$ cat config.mk
export PLATFORM = sky130hd
export DESIGN_NAME = la_wb_initiator
export DESIGN_NICKNAME = d
export VERILOG_FILES = /design/src/rtl/la_wb_initiator.sv
export SDC_FILE = /design/constraint.sdc
export NUM_CORES = 1
export LEC_CHECK = 0
export ABC_CLOCK_PERIOD_IN_PS = 5500
export CAP_MARGIN = 20
export CORE_MARGIN = 2
export CORE_UTILIZATION = 43
export DETAILED_ROUTE_END_ITERATION = 7
export PLACE_DENSITY = 0.77
export SLEW_MARGIN = 20
export SYNTH_ARGS = -nofsm -noshare
export SYNTH_HDL_FRONTEND = slang
export SYNTH_SLANG_ARGS = --single-unit
$ cat constraint.sdc
create_clock -name wb_clk_i -period 5.5 [get_ports wb_clk_i]
set_clock_uncertainty 0.15 [all_clocks]
set_input_delay 1.1 -clock wb_clk_i [delete_from_list [all_inputs] [get_ports wb_clk_i]]
set_output_delay 1.1 -clock wb_clk_i [all_outputs]
set_load 0.05 [all_outputs]
$ cat src/rtl/la_wb_initiator.sv
// Wishbone B4 classic single-cycle initiator driven from logic-analyzer bits.
// Issues one read or write per rising edge of cmd_req_i and reports done/error/data back.
module la_wb_initiator #(
  parameter int unsigned TIMEOUT_CYCLES = 255
) (
  input  logic        wb_clk_i,
  input  logic        wb_rst_i,
  input  logic        cmd_req_i,
  input  logic        cmd_we_i,
  input  logic [31:0] cmd_adr_i,
  input  logic [31:0] cmd_dat_i,
  input  logic [3:0]  cmd_sel_i,
  output logic [31:0] rsp_dat_o,
  output logic        rsp_done_o,
  output logic        rsp_err_o,
  output logic        busy_o,
  output logic [15:0] txn_count_o,
  output logic        wbm_cyc_o,
  output logic        wbm_stb_o,
  output logic        wbm_we_o,
  output logic [31:0] wbm_adr_o,
  output logic [31:0] wbm_dat_o,
  output logic [3:0]  wbm_sel_o,
  input  logic        wbm_ack_i,
  input  logic [31:0] wbm_dat_i
);

  typedef enum logic {S_IDLE, S_BUS} state_t;

  localparam logic [15:0] TMO_LAST = 16'(TIMEOUT_CYCLES - 1);

  state_t      r_state;
  logic        r_req_q;
  logic [15:0] r_tmo;
  logic [15:0] r_txn_count;
  logic        r_bus;
  logic        r_we;
  logic [31:0] r_adr;
  logic [31:0] r_dat;
  logic [3:0]  r_sel;
  logic [31:0] r_rsp_dat;
  logic        r_done;
  logic        r_err;
  logic        w_start;

  assign w_start = cmd_req_i & ~r_req_q;

  always_ff @(posedge wb_clk_i or posedge wb_rst_i) begin
    if (wb_rst_i) begin
      r_state     <= S_IDLE;
      r_req_q     <= 1'b0;
      r_tmo       <= '0;
      r_txn_count <= '0;
      r_bus       <= 1'b0;
      r_we        <= 1'b0;
      r_adr       <= '0;
      r_dat       <= '0;
      r_sel       <= '0;
      r_rsp_dat   <= '0;
      r_done      <= 1'b0;
      r_err       <= 1'b0;
    end else begin
      // req_q tracks the input in every state so a held request never restarts
      r_req_q <= cmd_req_i;
      case (r_state)
        S_IDLE: begin
          if (w_start) begin
            r_state <= S_BUS;
            r_bus   <= 1'b1;
            r_we    <= cmd_we_i;
            r_adr   <= cmd_adr_i;
            r_dat   <= cmd_dat_i;
            r_sel   <= cmd_sel_i;
            r_done  <= 1'b0;
            r_err   <= 1'b0;
            r_tmo   <= '0;
          end
        end
        S_BUS: begin
          // ack takes priority over a timeout expiring on the same edge
          if (wbm_ack_i) begin
            r_state     <= S_IDLE;
            r_bus       <= 1'b0;
            r_done      <= 1'b1;
            r_err       <= 1'b0;
            r_txn_count <= r_txn_count + 16'd1;
            if (!r_we) r_rsp_dat <= wbm_dat_i;
          end else if (r_tmo == TMO_LAST) begin
            r_state     <= S_IDLE;
            r_bus       <= 1'b0;
            r_done      <= 1'b1;
            r_err       <= 1'b1;
            r_txn_count <= r_txn_count + 16'd1;
          end else begin
            r_tmo <= r_tmo + 16'd1;
          end
        end
      endcase
    end
  end

  assign wbm_cyc_o   = r_bus;
  assign wbm_stb_o   = r_bus;
  assign busy_o      = r_bus;
  assign wbm_we_o    = r_we;
  assign wbm_adr_o   = r_adr;
  assign wbm_dat_o   = r_dat;
  assign wbm_sel_o   = r_sel;
  assign rsp_dat_o   = r_rsp_dat;
  assign rsp_done_o  = r_done;
  assign rsp_err_o   = r_err;
  assign txn_count_o = r_txn_count;

endmodule

==> out/results.md, run 1 <==
## Power and ir drop
* Power Total: 0.00427 W
* areal power density over the cells: 494 mW/mm^2
* worst vdd rail ir drop: 364 uV
* Static Leakage: 3.54 nW

## Synthesis
* register bit total from synthesis: 138
* share of the synthesized area in the top cell type: 0.613
* syn avg cell area: 13.9 sq um
* number of enable flip-flop cells after synthesis: 0
* share of synthesized flip-flops with an asynchronous set or reset: 1.00
* most frequently used flop master after synthesis: sky130_fd_sc_hd__dfrtp_1
* cell count after synthesis: 405
* number of warnings issued by yosys: 0
* Post-Syn Area: 0.00563 sq mm
* Synth top cells by count: sky130_fd_sc_hd__dfrtp_1 (138), sky130_fd_sc_hd__mux2_2 (102), sky130_fd_sc_hd__a31oi_1 (21)
* Synth area leader: sky130_fd_sc_hd__dfrtp_1
* leading cell type by number of instances after synthesis: sky130_fd_sc_hd__dfrtp_1
* net count of the mapped netlist: 513
* sequential share of the synthesized area: 0.613
* top cells by area, synth: sky130_fd_sc_hd__dfrtp_1 (61%), sky130_fd_sc_hd__mux2_2 (20%), sky130_fd_sc_hd__a31oi_1 (2.3%), sky130_fd_sc_hd__nand4_1 (1.4%), sky130_fd_sc_hd__xnor2_1 (1.2%)
* number of unique standard cell types used by synthesis: 42

## Flow run
* reported max-cap violation count: 0

## Worst setup path
* delay of the slowest cell on the worst path: 770 ps
* Setup crit end kind: flop
* flop2flop setup slack: 2460 ps
* CP delay by family, top: compound AO/OA/AOI/OAI gates
* origin of the critical flop-to-flop path: r_tmo[0]
* type of the worst setup path: primary input to flop
* Worst setup SP type: primary input
* Req. time, crit path: 5640 ps
* crit-path max FO: 24
* cells along the critical path: clkdlybuf4s50_1 > inv_1 > o41a_1 > a21o_1 > mux2_1
* signal arrival time at the worst endpoint: 3420 ps
* cell count of the worst reg-to-reg path: 6
* Buf/Inv on CP: 2
* highest-delay cell along the critical path: sky130_fd_sc_hd__o41a_1
* terminus of the critical flop-to-flop path: r_tmo[1]

## Clock tree
* clock transition at the register clock pins on the worst setup and hold paths after CTS: 60 ps
* hold bufs inserted after CTS: 0
* total number of clock tree sinks: 138
* H-Tree Level Count: 4
* TritonCTS Buffers: 17
* worst-skew pair later-pin latency: 410 ps
* Clock Path Buffers: 2
* post-cts sizing count: 0
* clock root buffer master: sky130_fd_sc_hd__clkbuf_16
* TritonCTS clock tree: done
* setup bufs post-CTS: 0

## Timing
* crit path time final: 3280 ps
* Slew Limit Headroom: 0.392
* RSZ-0062 raised after global routing: no
* slew at the pin closest to its max-slew limit: 912 ps
* number of setup violations in the final report: 0
* worst hold slack: 320 ps
* summed negative setup slack over all endpoints: 0 ps
* highest achievable clock rate: 304 MHz
* final cycle utilization of the critical path: 0.597
* Final Hold Fails: 0
* max-slew violation count: 0

## Detailed routing
* iteration count of the initial detailed-routing pass: 4
* total wire length after detailed routing: 14300 um
* routed via count: 4223
* Iteration-0 DRC Markers: 297
* Via-to-Cell Ratio: 5.16
* Avg WL per Cell: 17.5 um
* DRC violations left: 0
* remaining number of nets flagged by the antenna check after routing: 0

## Layout
* fraction of final layout cells sized beyond drive strength 1: 0.219
* # fillers: 1008
* Antenna Diode Count: 0
* synthesis-to-finish area growth: 53.5%
* non-filler cells in the finished layout: 819
* Total Nets Final: 742

## Global routing
* number of antenna violations at the first check in global routing: 0
* largest net degree at the start of global routing: 79
* GRT Overall Usage: 0.216
* vias in the first global route: 4569
* GRT overflow: 0
* wire length of the first global-routing pass: 23600 um

## Floorplan
* IO Pins: 227
* effective utilization at floorplan: 0.443
* Core ar.: 0.0127 sq mm
* Horiz. Die Dim: 118 um
* total die area: 0.0140 sq mm
* Die Ht: 118 um
* number of placement rows: 41

## Min path
* worst hold path class: flop to flop
* hold path endpoint: txn_count_o[15]
* number of cells on the worst hold path: 1
* hold wc startpoint: txn_count_o[15]

## Place
* routability cong.: 0.801
* DP Wirelength: 10100 um
* PortBufs: 226
* placed cell count: 786

## Run status
* status: completed

final cells by class:
type,instances,area (sq um),share of cell area
tap,172,215,0.0249
clock buffer,25,495,0.0573
multi-input combinational,239,2060,0.238
sequential,138,3450,0.400
timing repair buffer,232,2330,0.269
clock inverter,7,65.1,0.00753
inverter,6,25.0,0.00290
metal layers:
layer | up-vias | global-route usage | routed length [um]
li1 | 1930 | - | -
met1 | 2128 | 0.229 | 5050
met2 | 148 | 0.372 | 7600
met3 | 17 | 0.113 | 1440
met4 | 0 | 0.0610 | 206
met5 | - | 0 | 0
flip-flops by register name, indices dropped and copies added, names as in the netlist:
signal       flops
r_tmo           16
wbm_we_o         1
busy_o           1
r_req_q          1
r_state          1
wbm_sel_o        4
wbm_adr_o       32
rsp_err_o        1
wbm_dat_o       32
rsp_dat_o       32
txn_count_o     16
rsp_done_o       1
worst max path at each step:
| stage | startpoint | endpoint | depth (start not counted) |
|---|---|---|---|
| 2_1_floorplan | wb_rst_i | busy_o | 1 |
| 3_3_place_gp | wbm_ack_i | r_tmo[1] | 5 |
| 3_5_place_dp | wbm_ack_i | r_tmo[1] | 5 |
| 4_1_cts | wbm_ack_i | r_tmo[1] | 5 |
| 5_1_grt | wbm_ack_i | r_tmo[1] | 5 |
| 6_report | wbm_ack_i | r_tmo[1] | 5 |
cells in the final DEF, fill, tap and decap left out, types with 4 or more instances in the layout:
master	instances
sky130_fd_sc_hd__clkdlybuf4s50_1	226
sky130_fd_sc_hd__dfrtp_1	138
sky130_fd_sc_hd__mux2_2	102
sky130_fd_sc_hd__a31oi_1	21
sky130_fd_sc_hd__clkbuf_16	17
sky130_fd_sc_hd__nand2_1	16
sky130_fd_sc_hd__nand4_1	13
sky130_fd_sc_hd__nor4_1	9
sky130_fd_sc_hd__xnor2_1	8
sky130_fd_sc_hd__nor2_1	7
sky130_fd_sc_hd__and3_1	7
sky130_fd_sc_hd__nand3_1	7
sky130_fd_sc_hd__xor2_1	7
sky130_fd_sc_hd__inv_1	5
sky130_fd_sc_hd__nand2b_1	5
sky130_fd_sc_hd__buf_4	5
sky130_fd_sc_hd__clkbuf_8	4
sky130_fd_sc_hd__clkinv_2	4
sky130_fd_sc_hd__clkbuf_1	4
report_power, final:
part	total [W]	switching, W	leakage (nW)	internal, W
Clock	0.00107	0.000406	0.273	0.000667
Combinational	0.00178	0.00113	1.61	0.000655
Sequential	0.00142	0.000156	1.65	0.00126
Total	0.00427	0.00169	3.54	0.00258
cell families (layout without fill, tap and decap cells):
logic type                 after synthesis  in the layout  synth area share
and+or+nand+nor                         80             80            0.0807
buffers and inverters                   28            270            0.0218
adders and majority gates                3              3           0.00667
xor gates and xnor gates                15             15            0.0233
muxes                                  103            103             0.206
AOI/OAI and AO/OA                       38             38            0.0482
DFF                                    138            138             0.613
stage by stage:
stage | util | worst slack [ps] | instance area, sq um
2_1_floorplan | - | 554 | 5630
3_3_place_gp | 0.633 | 1910 | 8050
3_5_place_dp | 0.633 | 1790 | 8050
4_1_cts | 0.677 | 2230 | 8610
5_1_grt | 0.679 | 2080 | 8640
6_report | 0.679 | 2220 | 8640
Power figures use the tool's default switching activity.
==> run 2, diff against run 1 <==
ABC_CLOCK_PERIOD_IN_PS = 3400   (was 5500)
clock period = 3.4 ns   (was 5.5 ns; I/O delays follow)
==> run 2 against run 1 <==
  * Sequential power grew 62%
  * Combinational power grew 62%
  * Power up 62%
  * Routed wire length is 5.5% higher
  * Register-to-register slack worse by 1600 ps
  * Critical path depth is 2 higher
  * Core utilization up 0.26 points
  * Non-clock buffer count increased by 2
  * Cell count increased by 0.12%
==> out/results.md, run 2 (synthesized netlist as in run 1, its figures left out) <==
## Power and ir drop
* Int Pwr: 0.00415 W, was 0.00258 W
* Clk network pwr share: 0.248, was 0.251
* sequential power share: 0.333, was 0.332
* areal power density over the cells: 796 mW/mm^2, was 494 mW/mm^2
* part of the total power dissipated in combinational logic: 0.419, was 0.417
* worst vdd rail ir drop: 503 uV, was 364 uV
* NetSw: 0.00275 W, was 0.00169 W
* switching portion of total power: 0.398, was 0.396
* Static Leakage: 3.55 nW, was 3.54 nW

## Clock tree
* Clock Path Buffers: 2, unchanged
* setup bufs post-CTS: 0, unchanged
* H-Tree Level Count: 4, unchanged
* TritonCTS clock tree: done, unchanged
* clock root buffer master: sky130_fd_sc_hd__clkbuf_16, unchanged
* post-cts sizing count: 0, unchanged
* TritonCTS Buffers: 17, unchanged
* clock transition at the register clock pins on the worst setup and hold paths after CTS: 60 ps, about the same
* worst-skew pair later-pin latency: 420 ps, was 410 ps
* total number of clock tree sinks: 138, unchanged
* hold bufs inserted after CTS: 0, unchanged

## Detailed routing
* iteration count of the initial detailed-routing pass: 4, unchanged
* Iteration-0 DRC Markers: 234, was 297
* Avg WL per Cell: 18.4 um, was 17.5 um
* remaining number of nets flagged by the antenna check after routing: 0, unchanged
* DRC violations left: 0, unchanged
* total wire length after detailed routing: 15100 um, was 14300 um
* routed via count: 4280, was 4223
* Via-to-Cell Ratio: 5.22, was 5.16

## Worst setup path
* crit-path max FO: 23, was 24
* Crit. Startpoint: r_tmo[0], was wbm_ack_i
* terminus of the critical flop-to-flop path: txn_count_o[11], was r_tmo[1]
* Req. time, crit path: 3600 ps, was 5640 ps
* Worst setup SP type: flop, was primary input
* signal arrival time at the worst endpoint: 2750 ps, was 3420 ps
* delay of the slowest cell on the worst path: 490 ps, was 770 ps
* Setup crit end kind: flop, unchanged
* flop2flop setup slack: 850 ps, was 2460 ps
* highest-delay cell along the critical path: sky130_fd_sc_hd__or4b_4, was sky130_fd_sc_hd__o41a_1
* type of the worst setup path: flop to flop, was primary input to flop
* cells along the critical path: inv_1 > ha_1 > or4b_4 > o41a_1 > buf_4 > nor4_1 > xor2_1, was clkdlybuf4s50_1 > inv_1 > o41a_1 > a21o_1 > mux2_1
* origin of the critical flop-to-flop path: r_tmo[0], unchanged
* cell count of the worst reg-to-reg path: 7, was 6

## Min path
* hold wc startpoint: txn_count_o[15], unchanged
* number of cells on the worst hold path: 1, unchanged
* hold path endpoint: txn_count_o[15], unchanged
* worst hold path class: flop to flop, unchanged

## Run status
* status: completed, unchanged

## Floorplan
* effective utilization at floorplan: 0.443, unchanged
* Core ar.: 0.0127 sq mm, unchanged
* IO Pins: 227, unchanged
* Horiz. Die Dim: 118 um, unchanged
* Die Ht: 118 um, unchanged
* total die area: 0.0140 sq mm, unchanged
* number of placement rows: 41, unchanged

## Layout
* Total Nets Final: 744, was 742
* synthesis-to-finish area growth: 54.0%, was 53.5%
* Antenna Diode Count: 0, unchanged
* fraction of final layout cells sized beyond drive strength 1: 0.224, was 0.219
* area taken by flip-flops and latches: 0.00345 sq mm, unchanged
* # fillers: 991, was 1008
* area occupied by multi-input gates: 0.00206 sq mm, unchanged
* cell area after layout: 0.00867 sq mm, was 0.00864 sq mm
* commonest cells after routing, fill and taps aside: sky130_fd_sc_hd__clkdlybuf4s50_1 (226), sky130_fd_sc_hd__dfrtp_1 (138), sky130_fd_sc_hd__mux2_2 (102), unchanged
* most common library cell in the layout ignoring fill and taps: sky130_fd_sc_hd__clkdlybuf4s50_1, unchanged

## Timing
* Slew Limit Headroom: 0.587, was 0.392
* slew at the pin closest to its max-slew limit: 618 ps, was 912 ps
* Final Hold Fails: 0, unchanged
* number of setup violations in the final report: 0, unchanged
* max-slew violation count: 0, unchanged
* highest achievable clock rate: 392 MHz
* final cycle utilization of the critical path: 0.751
* RSZ-0062 raised after global routing: no, unchanged
* summed negative setup slack over all endpoints: 0 ps, unchanged
* crit path time final: 2550 ps

## Global routing
* vias in the first global route: 4648, was 4569
* number of antenna violations at the first check in global routing: 1, was 0
* largest net degree at the start of global routing: 77, was 79
* GRT overflow: 0, unchanged
* GRT Overall Usage: 0.224, was 0.216
* wire length of the first global-routing pass: 24300 um, was 23600 um

## Place
* Placed Instance Area: 0.00813 sq mm, was 0.00805 sq mm
* routability cong.: 0.832, was 0.801
* PortBufs: 226, unchanged
* DP Wirelength: 10900 um, was 10100 um

## Flow run
* reported max-cap violation count: 0, unchanged

-- run 2: cell count changes in the layout (fill, tap and decap cells not counted) --
cell / before / now
sky130_fd_sc_hd__buf_12: 0 / 4
sky130_fd_sc_hd__clkinv_2: 4 / 7
sky130_fd_sc_hd__clkbuf_1: 4 / 2
sky130_fd_sc_hd__buf_16: 1 / 0
sky130_fd_sc_hd__buf_4: 5 / 4
sky130_fd_sc_hd__clkbuf_8: 4 / 3
sky130_fd_sc_hd__inv_4: 1 / 0
-- run 2: area by class of cell --
| cell class | count | area share |
|---|---|---|
| sequential | 138 | 0.398 |
| timing repair buffer | 234 | 0.274 |
| multi-input combinational | 239 | 0.237 |
| clock buffer | 22 | 0.0547 |
| tap | 172 | 0.0248 |
| clock inverter | 9 | 0.00837 |
| inverter | 6 | 0.00303 |
-- run 2: worst max path at each step --
stage / slack, ps / cells past startpoint / end
floorplan: 850 / 1 / busy_o
global placement: 900 / 7 / txn_count_o[11]
detailed placement: 850 / 5 / r_tmo[13]
CTS: 850 / 1 / txn_count_o[2]
global route: 700 / 7 / txn_count_o[7]
finish: 850 / 7 / txn_count_o[11]
-- run 2: routing by layer --
| layer | global-route usage | routed length (um) |
|---|---|---|
| met1 | 0.248 | 5590 |
| met2 | 0.375 | 7700 |
| met3 | 0.0946 | 1310 |
| met4 | 0.103 | 451 |
| met5 | 0 | 11 |
-- run 2: stage by stage --
step / setup WS, ps / cells / hold WS (ps) / power, W / utilization
floorplan: 849 / 405 / 323 / 0.00414 / -
global placement: 905 / 789 / 315 / 0.00517 / 0.639
detailed placement: 850 / 789 / 316 / 0.00523 / 0.639
CTS: 854 / 820 / 324 / 0.00696 / 0.682
global route: 703 / 820 / 363 / 0.00718 / 0.682
finish: 846 / 820 / 316 / 0.00691 / 0.682
-- run 2: power by group through the flow --
stage / registers [W] / clock network (W) / logic [W]
after floorplan: 0.00360 / 0 / 0.000531
after global placement: 0.00230 / 0 / 0.00288
after detailed placement: 0.00232 / 0 / 0.00291
after CTS: 0.00231 / 0.00174 / 0.00292
after global routing: 0.00236 / 0.00183 / 0.00299
final: 0.00230 / 0.00171 / 0.00289
-- run 2: worst max-delay path: cells and delay by family (launching register included) --
kind / cells / cell delay (ps)
flip-flops: 1 / 400
AND/OR/NAND/NOR: 2 / 890
AO/OA/AOI/OAI: 1 / 400
adder cells (fa/ha/maj): 1 / 140
XOR/XNOR: 1 / 170
buffers and inverters: 2 / 330
==> run 3, diff against run 2 <==
ABC_CLOCK_PERIOD_IN_PS = 2500   (was 3400)
clock period = 2.5 ns   (was 3.4 ns; I/O delays follow)
==> run 3 against run 2 <==
  * Clock power rose by 56%
  * Maximum frequency is 5.9% higher
  * Worst hold slack better by 12 ps
  * Non-clock buffer count up 6
  * Critical path depth did not move
  * Die area stayed put
  * Power up 41%
  * Sequential power is 36% higher
  * Count of clock-buffer cells in the layout stayed put
  * Critical endpoint is now txn_count_o[15]
  * Sequential share of layout area down 0.75 points
  * Setup slack worse by 760 ps
==> out/results.md, run 3 (synthesized netlist as in run 1, its figures left out) <==
## Detailed routing
* Iteration-0 DRC Markers: 277, was 234
* DRC violations left: 0, unchanged
* Avg WL per Cell: 17.8 um, was 18.4 um
* total wire length after detailed routing: 14700 um, was 15100 um
* routed via count: 4243, was 4280
* iteration count of the initial detailed-routing pass: 5, was 4
* remaining number of nets flagged by the antenna check after routing: 0, unchanged
* Via-to-Cell Ratio: 5.14, was 5.22

## Timing
* Final Hold Fails: 0, unchanged
* Slew Limit Headroom: 0.582, was 0.587
* final cycle utilization of the critical path: 0.965, was 0.751
* crit path time final: 2410 ps, was 2550 ps
* slew at the pin closest to its max-slew limit: 624 ps, was 618 ps
* max-slew violation count: 0, unchanged
* summed negative setup slack over all endpoints: 0 ps, unchanged
* number of setup violations in the final report: 0, unchanged
* highest achievable clock rate: 415 MHz, was 392 MHz
* least setup slack across all paths after layout: 88.6 ps, was 846 ps

## Global routing
* GRT overflow: 0, unchanged
* largest net degree at the start of global routing: 100, was 77
* number of antenna violations at the first check in global routing: 0, was 1
* wire length of the first global-routing pass: 23400 um, was 24300 um
* vias in the first global route: 4559, was 4648
* GRT Overall Usage: 0.215, was 0.224

## Place
* routability cong.: 0.810, was 0.832
* placed cell count: 795, was 789
* worst slack, placed: 32.1 ps, was 850 ps
* DP Wirelength: 10500 um, was 10900 um
* PortBufs: 226, unchanged

## Power and ir drop
* part of the total power dissipated in combinational logic: 0.407, was 0.419
* switching portion of total power: 0.382, was 0.398
* Int Pwr: 0.00602 W, was 0.00415 W
* areal power density over the cells: 1100 mW/mm^2, was 796 mW/mm^2
* Clk network pwr share: 0.273, was 0.248
* Static Leakage: 3.62 nW, was 3.55 nW
* sequential power share: 0.320, was 0.333
* NetSw: 0.00372 W, was 0.00275 W
* worst vdd rail ir drop: 645 uV, was 503 uV

## Floorplan
* total die area: 0.0140 sq mm, unchanged
* IO Pins: 227, unchanged
* Horiz. Die Dim: 118 um, unchanged
* effective utilization at floorplan: 0.443, unchanged
* Core ar.: 0.0127 sq mm, unchanged
* number of placement rows: 41, unchanged
* Die Ht: 118 um, unchanged

## Worst setup path
* Setup crit end kind: flop, unchanged
* Req. time, crit path: 2680 ps, was 3600 ps
* Worst setup SP type: flop, unchanged
* cells along the critical path: inv_1 > ha_1 > or4b_4 > o41a_1 > buf_12 > nor4_2 > xor2_1, was inv_1 > ha_1 > or4b_4 > o41a_1 > buf_4 > nor4_1 > xor2_1
* signal arrival time at the worst endpoint: 2590 ps, was 2750 ps
* CP delay by family, top: simple AND/OR/NAND/NOR gates, unchanged
* highest-delay cell along the critical path: sky130_fd_sc_hd__or4b_4, unchanged
* delay of the slowest cell on the worst path: 490 ps, about the same
* Buf/Inv on CP: 2, unchanged
* type of the worst setup path: flop to flop, unchanged
* crit-path max FO: 23, unchanged

## Run status
* status: completed, unchanged

## Clock tree
* worst-skew pair later-pin latency: 410 ps, was 420 ps
* clock transition at the register clock pins on the worst setup and hold paths after CTS: 50 ps, was 60 ps
* clock root buffer master: sky130_fd_sc_hd__clkbuf_16, unchanged
* TritonCTS Buffers: 17, unchanged
* H-Tree Level Count: 4, unchanged
* Clock Path Buffers: 2, unchanged
* setup bufs post-CTS: 0, unchanged
* TritonCTS clock tree: done, unchanged
* total number of clock tree sinks: 138, unchanged
* hold bufs inserted after CTS: 0, unchanged
* post-cts sizing count: 0, unchanged

## Layout
* Total Nets Final: 750, was 744
* synthesis-to-finish area growth: 57.0%, was 54.0%
* most common library cell in the layout ignoring fill and taps: sky130_fd_sc_hd__clkdlybuf4s50_1, unchanged
* commonest cells after routing, fill and taps aside: sky130_fd_sc_hd__clkdlybuf4s50_1 (226), sky130_fd_sc_hd__dfrtp_1 (138), sky130_fd_sc_hd__mux2_2 (102), unchanged
* non-filler cells in the finished layout: 826, was 820
* fraction of final layout cells sized beyond drive strength 1: 0.235, was 0.224
* Antenna Diode Count: 0, unchanged

## Flow run
* reported max-cap violation count: 0, unchanged

## Min path
* worst hold path class: flop to flop, unchanged

==> run 3: changes by cell type in the layout (fill, tap and decap cells not counted), sizes merged <==
cell,delta
buf,+6
bufinv,+4
clkinv,-3
clkinvlp,-1
==> run 3: layout make-up <==
type	count	area, sq um
Clock buffer	22	454
Timing Repair Buffer	240	2430
Sequential cell	138	3450
Multi-Input combinational cell	239	2090
Tap cell	172	215
Clock inverter	9	170
Fill cell	929	3880
Inverter	6	26.3
==> run 3: worst register-to-register path, stage by stage (launching register included) <==
cell,delay [ps]
sky130_fd_sc_hd__dfrtp_1,370
sky130_fd_sc_hd__inv_1,90
sky130_fd_sc_hd__ha_1,140
sky130_fd_sc_hd__or4b_4,490
sky130_fd_sc_hd__o41a_1,390
sky130_fd_sc_hd__buf_12,190
sky130_fd_sc_hd__nor4_2,340
sky130_fd_sc_hd__xor2_1,180
==> run 3: final timing paths <==
| kind | cells after the start | startpoint | to | slack [ps] |
|---|---|---|---|---|
| setup / recovery | 7 | r_tmo[0] | txn_count_o[15] | 90 |
| hold / removal | 1 | txn_count_o[15] | txn_count_o[15] | 330 |
| setup reg to reg | 7 | r_tmo[0] | txn_count_o[15] | 90 |
| hold reg to reg | 1 | txn_count_o[15] | txn_count_o[15] | 330 |
| max in group asynchronous | 3 | wb_rst_i | r_tmo[2] | 1330 |
| min in group asynchronous | 3 | wb_rst_i | wbm_dat_o[17] | 430 |
==> run 3: routing by layer <==
layer / up-vias / GRT usage / part of all wire
met5: - / 0 / 0
met4: 0 / 0.0714 / 0.018
met3: 16 / 0.110 / 0.10
met2: 157 / 0.371 / 0.53
met1: 2127 / 0.226 / 0.35
li1: 1943 / - / -
==> run 3: through the flow <==
step | power (W) | util | hold slack, ps | cell area, sq um
final | 0.00974 | 0.695 | 328 | 8840
after global routing | 0.0101 | 0.695 | 368 | 8840
after CTS | 0.00983 | 0.692 | 331 | 8810
after detailed placement | 0.00712 | 0.643 | 316 | 8180
after global placement | 0.00705 | 0.643 | 315 | 8180
after floorplan | 0.00563 | - | 323 | 5630
==> run 3: power groups by stage <==
| stage | clock (W) | combinational, W | sequential [W] |
|---|---|---|---|
| finish | 0.00266 | 0.00396 | 0.00312 |
| global route | 0.00281 | 0.00410 | 0.00320 |
| CTS | 0.00272 | 0.00398 | 0.00313 |
| detailed placement | 0 | 0.00396 | 0.00315 |
| global placement | 0 | 0.00393 | 0.00312 |
| floorplan | 0 | 0.000723 | 0.00490 |
